`src/rtl/fetch_sequencer_if.sv`:
```
// fetch_sequencer_if: ROM address/data pair plus the decode-side
// valid/ready bundle carrying the fetched instruction and its PC.
interface fetch_sequencer_if #(
    parameter int PW = 64,
    parameter int IW = 32,
    parameter int AW = 6
);
    logic [AW-1:0] imem_addr;
    logic [IW-1:0] imem_q;
    logic          out_valid;
    logic          out_ready;
    logic [IW-1:0] out_instr;
    logic [PW-1:0] out_pc;

    modport master (
        output imem_addr,
        input  imem_q,
        output out_valid,
        input  out_ready,
        output out_instr,
        output out_pc
    );

    modport slave (
        input  imem_addr,
        output imem_q,
        input  out_valid,
        output out_ready,
        input  out_instr,
        input  out_pc
    );
endinterface

```
`src/rtl/fetch_sequencer.sv`:
```
// fetch_sequencer: IF-stage PC owner, ROM addressing and prefetch FIFO.
// Define FETCH_HALT_DETECT_EN to stop fetching on a CBZ XZR,#0 self-loop.
module fetch_sequencer #(
    parameter int              PW       = 64,
    parameter int              IW       = 32,
    parameter int              AW       = 6,
    parameter int              DEPTH    = 2,
    parameter logic [PW-1:0]   RESET_PC = '0
) (
    input  logic              clk,
    input  logic              reset_n,
    input  logic              start,
    input  logic              redirect_valid,
    input  logic [PW-1:0]     redirect_pc,
    fetch_sequencer_if.master bus,
    output logic              busy,
    output logic              fault,
    output logic              halted
);

    localparam int PTRW = $clog2(DEPTH);
    localparam int CW   = PTRW + 1;

`ifdef FETCH_HALT_DETECT_EN
    localparam logic [IW-1:0] HALT_WORD = IW'(32'hB400001F);
    typedef enum logic [1:0] {S_IDLE, S_RUN, S_FAULT, S_HALT} state_e;
`else
    typedef enum logic [1:0] {S_IDLE, S_RUN, S_FAULT} state_e;
`endif

    function automatic logic pc_legal(input logic [PW-1:0] a);
        return (a[1:0] == 2'b00) && (a[PW-1:AW+2] == '0);
    endfunction

    state_e          state_q, state_d;
    logic [PW-1:0]   pc_q, pc_d;
    logic [PTRW-1:0] rd_q, rd_d;
    logic [PTRW-1:0] wr_q, wr_d;
    logic [CW-1:0]   cnt_q, cnt_d;
    logic [PW-1:0]   fpc_q [DEPTH];
    logic [PW-1:0]   fpc_d [DEPTH];
    logic [IW-1:0]   fin_q [DEPTH];
    logic [IW-1:0]   fin_d [DEPTH];

    logic redir;
    logic pc_ok;
    logic full;
    logic pop;
    logic push;

    // Redirect outranks everything; IDLE ignores it.
    assign redir = redirect_valid && (state_q != S_IDLE);
    assign pc_ok = pc_legal(pc_q);
    assign full  = (cnt_q == CW'(DEPTH));
    assign pop   = bus.out_valid && bus.out_ready && !redir;
    assign push  = (state_q == S_RUN) && !redir && pc_ok && (!full || pop);

    assign bus.imem_addr = pc_q[AW+1:2];
    assign bus.out_valid = (cnt_q != '0);
    assign bus.out_instr = fin_q[rd_q];
    assign bus.out_pc    = fpc_q[rd_q];
    assign busy          = (state_q == S_RUN);
    assign fault         = (state_q == S_FAULT);
`ifdef FETCH_HALT_DETECT_EN
    assign halted        = (state_q == S_HALT);
`else
    assign halted        = 1'b0;
`endif

    always_comb begin
        state_d = state_q;
        pc_d    = pc_q;
        rd_d    = rd_q;
        wr_d    = wr_q;
        cnt_d   = cnt_q;
        fpc_d   = fpc_q;
        fin_d   = fin_q;
        if (redir) begin
            cnt_d   = '0;
            wr_d    = rd_q;
            pc_d    = redirect_pc;
            state_d = pc_legal(redirect_pc) ? S_RUN : S_FAULT;
        end else begin
            if (push) begin
                fpc_d[wr_q] = pc_q;
                fin_d[wr_q] = bus.imem_q;
                wr_d        = wr_q + PTRW'(1);
                pc_d        = pc_q + PW'(4);
            end
            if (pop) begin
                rd_d = rd_q + PTRW'(1);
            end
            cnt_d = cnt_q + CW'(push) - CW'(pop);
            unique case (state_q)
                S_IDLE: begin
                    if (start) state_d = S_RUN;
                end
                S_RUN: begin
                    // Sequential walk past the last ROM word faults here.
                    if (!pc_ok) begin
                        state_d = S_FAULT;
                    end
`ifdef FETCH_HALT_DETECT_EN
                    else if (push && (bus.imem_q == HALT_WORD)) begin
                        state_d = S_HALT;
                    end
`endif
                end
                default: begin
                end
            endcase
        end
    end

    always_ff @(posedge clk or negedge reset_n) begin
        if (!reset_n) begin
            state_q <= S_IDLE;
            pc_q    <= RESET_PC;
            rd_q    <= '0;
            wr_q    <= '0;
            cnt_q   <= '0;
            for (int i = 0; i < DEPTH; i++) begin
                fpc_q[i] <= '0;
                fin_q[i] <= '0;
            end
        end else begin
            state_q <= state_d;
            pc_q    <= pc_d;
            rd_q    <= rd_d;
            wr_q    <= wr_d;
            cnt_q   <= cnt_d;
            fpc_q   <= fpc_d;
            fin_q   <= fin_d;
        end
    end

endmodule

```
`src/flat_wrapper.sv`:
```
// flat-port wrapper written by rule: the top's interface ports become plain ports
module fetch_sequencer_flat 
#(
    parameter int              PW       = 64,
    parameter int              IW       = 32,
    parameter int              AW       = 6,
    parameter int              DEPTH    = 2,
    parameter logic [PW-1:0]   RESET_PC = '0
)
  (clk, reset_n, start, redirect_valid, redirect_pc, busy, fault, halted, bus_imem_addr, bus_imem_q, bus_out_valid, bus_out_ready, bus_out_instr, bus_out_pc);
  fetch_sequencer_if #(.PW(PW), .IW(IW), .AW(AW)) bus_i ();
  input  logic clk;
  input  logic reset_n;
  input  logic start;
  input  logic redirect_valid;
  input  logic [PW-1:0] redirect_pc;
  output logic busy;
  output logic fault;
  output logic halted;
  output wire logic [$bits(bus_i.imem_addr)-1:0] bus_imem_addr;
  input wire logic [$bits(bus_i.imem_q)-1:0] bus_imem_q;
  output wire logic [$bits(bus_i.out_valid)-1:0] bus_out_valid;
  input wire logic [$bits(bus_i.out_ready)-1:0] bus_out_ready;
  output wire logic [$bits(bus_i.out_instr)-1:0] bus_out_instr;
  output wire logic [$bits(bus_i.out_pc)-1:0] bus_out_pc;
  assign bus_imem_addr = bus_i.imem_addr;
  assign bus_i.imem_q = bus_imem_q;
  assign bus_out_valid = bus_i.out_valid;
  assign bus_i.out_ready = bus_out_ready;
  assign bus_out_instr = bus_i.out_instr;
  assign bus_out_pc = bus_i.out_pc;
  fetch_sequencer #(.PW(PW), .IW(IW), .AW(AW), .DEPTH(DEPTH), .RESET_PC(RESET_PC)) u_core (.clk(clk), .reset_n(reset_n), .start(start), .redirect_valid(redirect_valid), .redirect_pc(redirect_pc), .bus(bus_i), .busy(busy), .fault(fault), .halted(halted));
endmodule
```
`config.mk`:
```
export PLATFORM = sky130hd
export DESIGN_NAME = fetch_sequencer_flat
export DESIGN_NICKNAME = d
export VERILOG_FILES = /design/src/rtl/fetch_sequencer_if.sv /design/src/rtl/fetch_sequencer.sv /design/src/flat_wrapper.sv
export SDC_FILE = /design/constraint.sdc
export NUM_CORES = 1
export LEC_CHECK = 0
export BUFFER_PORTS_ARGS = -buffer_cell sky130_fd_sc_hd__buf_2
export CORE_UTILIZATION = 30
export CTS_CLUSTER_DIAMETER = 40
export DETAILED_ROUTE_END_ITERATION = 10
export SYNTH_ARGS = -nofsm -noshare
export SYNTH_HDL_FRONTEND = slang
export SYNTH_SLANG_ARGS = --single-unit
```
`constraint.sdc`:
```
create_clock -name clk -period 3.23 [get_ports clk]
set_input_delay 0.1615 -clock clk [delete_from_list [all_inputs] [get_ports clk]]
set_output_delay 0.1615 -clock clk [all_outputs]
set_load 0.02 [all_outputs]
```
Yosys cells after proc, flatten, opt, wreduce, memory -nomap -nowiden --
Cells that the tools add are included.
Cells by class: $add $sub $neg 5, $mul 0, divide/modulo/power cells 0, $lt $le $gt $ge 3, equality and inequality tests 5, shift operators 0, muxes and demuxes 22, bitwise logic cells 3, reductions and logical operators 24
Operators by type and width (count):
- two-way mux 64 bit | 6
- bitwise mux 128 bit | 1
- two-way mux 32 bit | 4
- logical NOT 56 bit | 2
- adder 64 x 3 -> 64 bit (second input constant) | 1
- bitwise mux 64 bit | 1
- demux 64 bit (select 1 bit) | 1
- demux 32 bit (select 1 bit) | 1
- two-way mux 2 bit | 5
- logical AND 1 bit | 9
- logical NOT 2 bit | 3
- inequality test 3 x 2 -> 1 bit (second input constant) | 2
- nonzero test 2 bit | 3
- equality test 2 bit (second input constant) | 2
- greater-or-equal comparator 2 bit (second input constant) | 2
- inverter 1 -> 2 bit | 2
- case mux 2 bit (2 select lines) | 1
- AND reduction 2 bit | 2
- AND reduction 3 bit | 1
- nonzero test 3 bit | 1
- adder 1 bit (second input constant) | 2
- adder 2 x 1 -> 2 bit | 1
- equality test 2 x 1 -> 1 bit (second input constant) | 1
- logical NOT 1 bit | 2
- other kinds (5) | 6
Storage, ports and cells: bits in registers 262, bits in latches 0, RAM bits 0, bits in read-only memories 0, input bits 101, output and inout bits 106, word-level logic and storage cells 71, memories kept 0

Depth between registers and ports, before layout --
word-level depth 9, gate-level depth with buffers 10, gate-level depth less buffers 9

Worst setup path before layout --
OpenSTA, ideal clock, no wires.
kind reg2reg, start point register u_core.state_q[1], end point register u_core.fpc_q[71] (netlist bit), setup time 0.125 ns, data arrival time 2.393 ns, slack 0.711 ns, stages on the path, launching flop included 10, clock period less this slack 2.519 ns, cells stage by stage dfrtp_1 clkbuf_1 nor2b_1 nand4_1 or4_1 clkbuf_1 or3_1 buf_2 buf_2 mux2_4
Between the ends: elaborated cells on any way between the ends 11, those cells by class eq/ne: 1; bitwise: 1; reduce/logical: 9
RTL lines:
- start, declared | line fetch_sequencer.sv:35 | state_e state_q, state_d;
- start signal, assigned | line fetch_sequencer.sv:127 | state_q <= state_d;
- equality test 2 x 1 -> 1 bit
- named net busy | line flat_wrapper.sv:17 | output logic busy;
- logical AND 1 bit (3 in series) | line fetch_sequencer.sv:56 | assign push = (state_q == S_RUN) && !redir && pc_ok && (!full || pop);
- AND reduction 2 bit (no line)
- end signal, assigned | line fetch_sequencer.sv:132 | fpc_q <= fpc_d;
- end, declared | line fetch_sequencer.sv:40 | logic [PW-1:0] fpc_q [DEPTH];
The timed path passes the listed nets, and every way through them passes these cells. A chain may end at the register's enable or synchronous reset.

Worst setup path after layout --
start point register u_core.pc_q[10], end point register u_core.fin_q[2] (netlist bit)
Between the ends: word-level cells in the longest chain between the ends 5
RTL lines:
- start, declared | line fetch_sequencer.sv:36 | logic [PW-1:0] pc_q, pc_d;
- start signal, assigned | line fetch_sequencer.sv:128 | pc_q <= pc_d;
- logical NOT 56 bit | line fetch_sequencer.sv:32 | return (a[1:0] == 2'b00) && (a[PW-1:AW+2] == '0);
- logical AND 1 bit | line fetch_sequencer.sv:32
- logical AND 1 bit (2 in series) | line fetch_sequencer.sv:56
- AND reduction 2 bit (no line)
- end signal, assigned | line fetch_sequencer.sv:133 | fin_q <= fin_d;
- end, declared | line fetch_sequencer.sv:42 | logic [IW-1:0] fin_q [DEPTH];
No other way between the ends.

==> metrics <==
syn_nets=1025; worst hold path depth=3; initial antenna violation count=1; num ports=207; Pleak=8.002 nW; total congestion overflow=0; Critical R2R Capture=u_core.fin_q[2]; TritonCTS Buffers=44; Setup Skew=between 0.02 and 0.03 ns; worst slew pin tran=around 0.72 ns; Initial DRC Count=around 430; post-synthesis sequential area ratio=between 50% and 60%; DRC=0; Clock Path Buffers=3; Via Count=approximately 8000; net count reported at finish=around 1300; PostCTS Resize Cnt=0; maximum VDD drop=about 380 uV; cells on worst reg2reg path=7; FF-to-FF setup slack=0.55 ns; worst relative slew slack=51.71%; #FFs+latches synth=approximately 260; Worst-Skew Late Latency=between 0.5 and 0.6 ns; post-route minimum period=approximately 2.7 ns; CTS Hold Bufs=about 100; Post-Syn Instances=a little over 900; commonest non-fill, non-tap cell in the layout=dfrtp_1; status=finished clean; Routed wire per std cell=16.23 um; fraction of layout cells with a size suffix above 1=37.50%; # port buffers=between 200 and 250; first drt pass iteration count=5; syn avg cell area=approximately 12 um2; Worst Hold Launch=redirect_valid; Yosys cell types=37; Synth async-reset ratio=100.0%; Main synth FF type=dfrtp_1; top post-synthesis cells by area=dfrtp_1, mux2_2, nand2_1; Post-synth EDFFs=0; Syn. warnings=0; CTS tree=built; area grow syn2layout=36.26%; pin count of the biggest net entering global routing=a little under 100; Die Wd=a little under 200 um; commonest cells after routing, fill and taps aside=dfrtp_1, buf_2, nand2_1, mux2_2, dlygate4sd3_1; Root Buffer=clkbuf_16; gr usage total=between 10% and 20%; FILL cells=~3400; RePlAce Congestion=roughly 0.85; R2R Path Start=u_core.pc_q[10]; required time worst endpoint=around 3.7 ns; CP startpoint kind=flip-flop; final setup TNS=0 ns; path type of the worst setup path=flip-flop to flip-flop; fin crit share=82.89%; number of global-route vias before repair=between 8000 and 9000; post-layout util=between 40% and 50%; Non-Filler Instances=1733; first-pass GRT wire length=45.50 mm; chip height=between 150 and 200 um; antenna viol nets, final=0; Final setup viols=0; Initial Util=between 30 and 40%; crit path max fanout=57; Cell Pwr Density=between 500 and 600 nW/um2; Fin. Hold Viols=0; num rows=70; Clock transition at path regs=0.05 ns; Detail Placement HPWL=approximately 17 mm; hold path endpoint=u_core.cnt_q[0]; CP Capture Type=flip-flop; Worst Slack Setup Final=about 0.55 ns; pre-CTS worst setup slack=0.5690 ns; f_max=~0.37 GHz; dpl cells=between 1500 and 2000; H-tree depth=2; Via density=4.602; hold crit path type=primary input to flip-flop; clock sink count=approximately 260; crit path DAT=between 3 and 4 ns; Final Max Tran Viols=0; largest area contributor in the netlist=dfrtp_1; area of the core=36610 um2; final wirelength=between 20 and 30 mm; Yosys top cell area share=58.73%; max-cap viol count=0; post-CTS setup buffer count=0; Synth Cell Area=11160 um2; die area=approximately 38000 um2; RSZ-0062 raised after global routing=no
registers in the layout, indices dropped and copies added (netlist names):
| name | cells |
|---|---|
| u_core.fpc_q | 128 |
| u_core.fin_q | 64 |
| u_core.pc_q | 64 |
| u_core.cnt_q | 2 |
| u_core.state_q | 2 |
| u_core.rd_q | 1 |
| u_core.wr_q | 1 |
synth_stat cells, types with 4 or more instances:
master and n:
mux2_2 135, nand3_1 7, clkbuf_1 34, buf_6 7
o211ai_1 6, nor2_1 5, inv_1 5, nor4_1 40
o21ai_0 4, dfrtp_1 262, a211o_1 4, buf_4 7
nand2_1 193, nand4_1 10, mux2_4 38, and2_1 59
buf_2 7, nor3_1 4, nor2b_1 61
report_power, final:
part	leakage (nW)	switching [mW]	internal, mW
sequential	3.54	0.174	3.37
clock	0.726	1.68	3.09
combinational	3.74	0.357	0.359
critical path: stages, from the launching register on:
cell and delay (ns):
dfrtp_1 0.40, nor4_1 0.38, nand4_1 0.13, or4_1 0.57
buf_4 0.22, nor2_4 0.17, buf_12 0.29, mux2_2 0.37
stage by stage:
step	total power [mW]	instance area [um2]	hold WS [ns]
6_report	9.027	15210	0.06040
5_1_grt	9.400	15210	0.05516
3_5_place_dp	4.236	12690	0.2214
4_1_cts	9.184	15210	0.03184
2_1_floorplan	3.923	11160	-0.1341
3_3_place_gp	4.232	12690	0.2234
how the worst max path moves through the flow:
stage / start / end / cells past startpoint
floorplan: u_core.state_q[1] / u_core.fpc_q[71] / 9
global placement: u_core.pc_q[33] / u_core.fin_q[1] / 7
detailed placement: u_core.pc_q[10] / u_core.fin_q[3] / 7
CTS: u_core.pc_q[10] / u_core.fin_q[3] / 7
global route: u_core.pc_q[22] / u_core.fpc_q[7] / 7
finish: u_core.pc_q[10] / u_core.fin_q[2] / 7
cells by family after synthesis:
| logic type | share of synthesized area, % |
|---|---|
| mux | 18.82 |
| compound gates | 1.401 |
| flops | 58.73 |
| buf+inv | 2.836 |
| xor+xnor | 0.2354 |
| fa+ha+maj | 0.3363 |
| other cells | 0.03359 |
| simple gates | 17.61 |
cell type report:
cell class                 count  area (um2)  area share [%]
timing repair buffer         319        2202           14.48
multi-input combinational    598        4315           28.37
sequential                   262        6560           43.13
tap                          468       585.6           3.850
clock inverter                27       361.6           2.377
inverter                       5       18.77          0.1234
clock buffer                  53        1165           7.658
antenna                        1       2.502         0.01645
metal layers:
metal | share of wire, % | GRT usage, % | routed length, um
met1 | 47 | 20.72 | 13160
met5 | 0 | 0 | 0
met4 | 2.2 | 5.774 | 632
met3 | 6.4 | 3.783 | 1805
met2 | 45 | 22.65 | 12530
No activity file was read; power rests on OpenSTA's default activity.
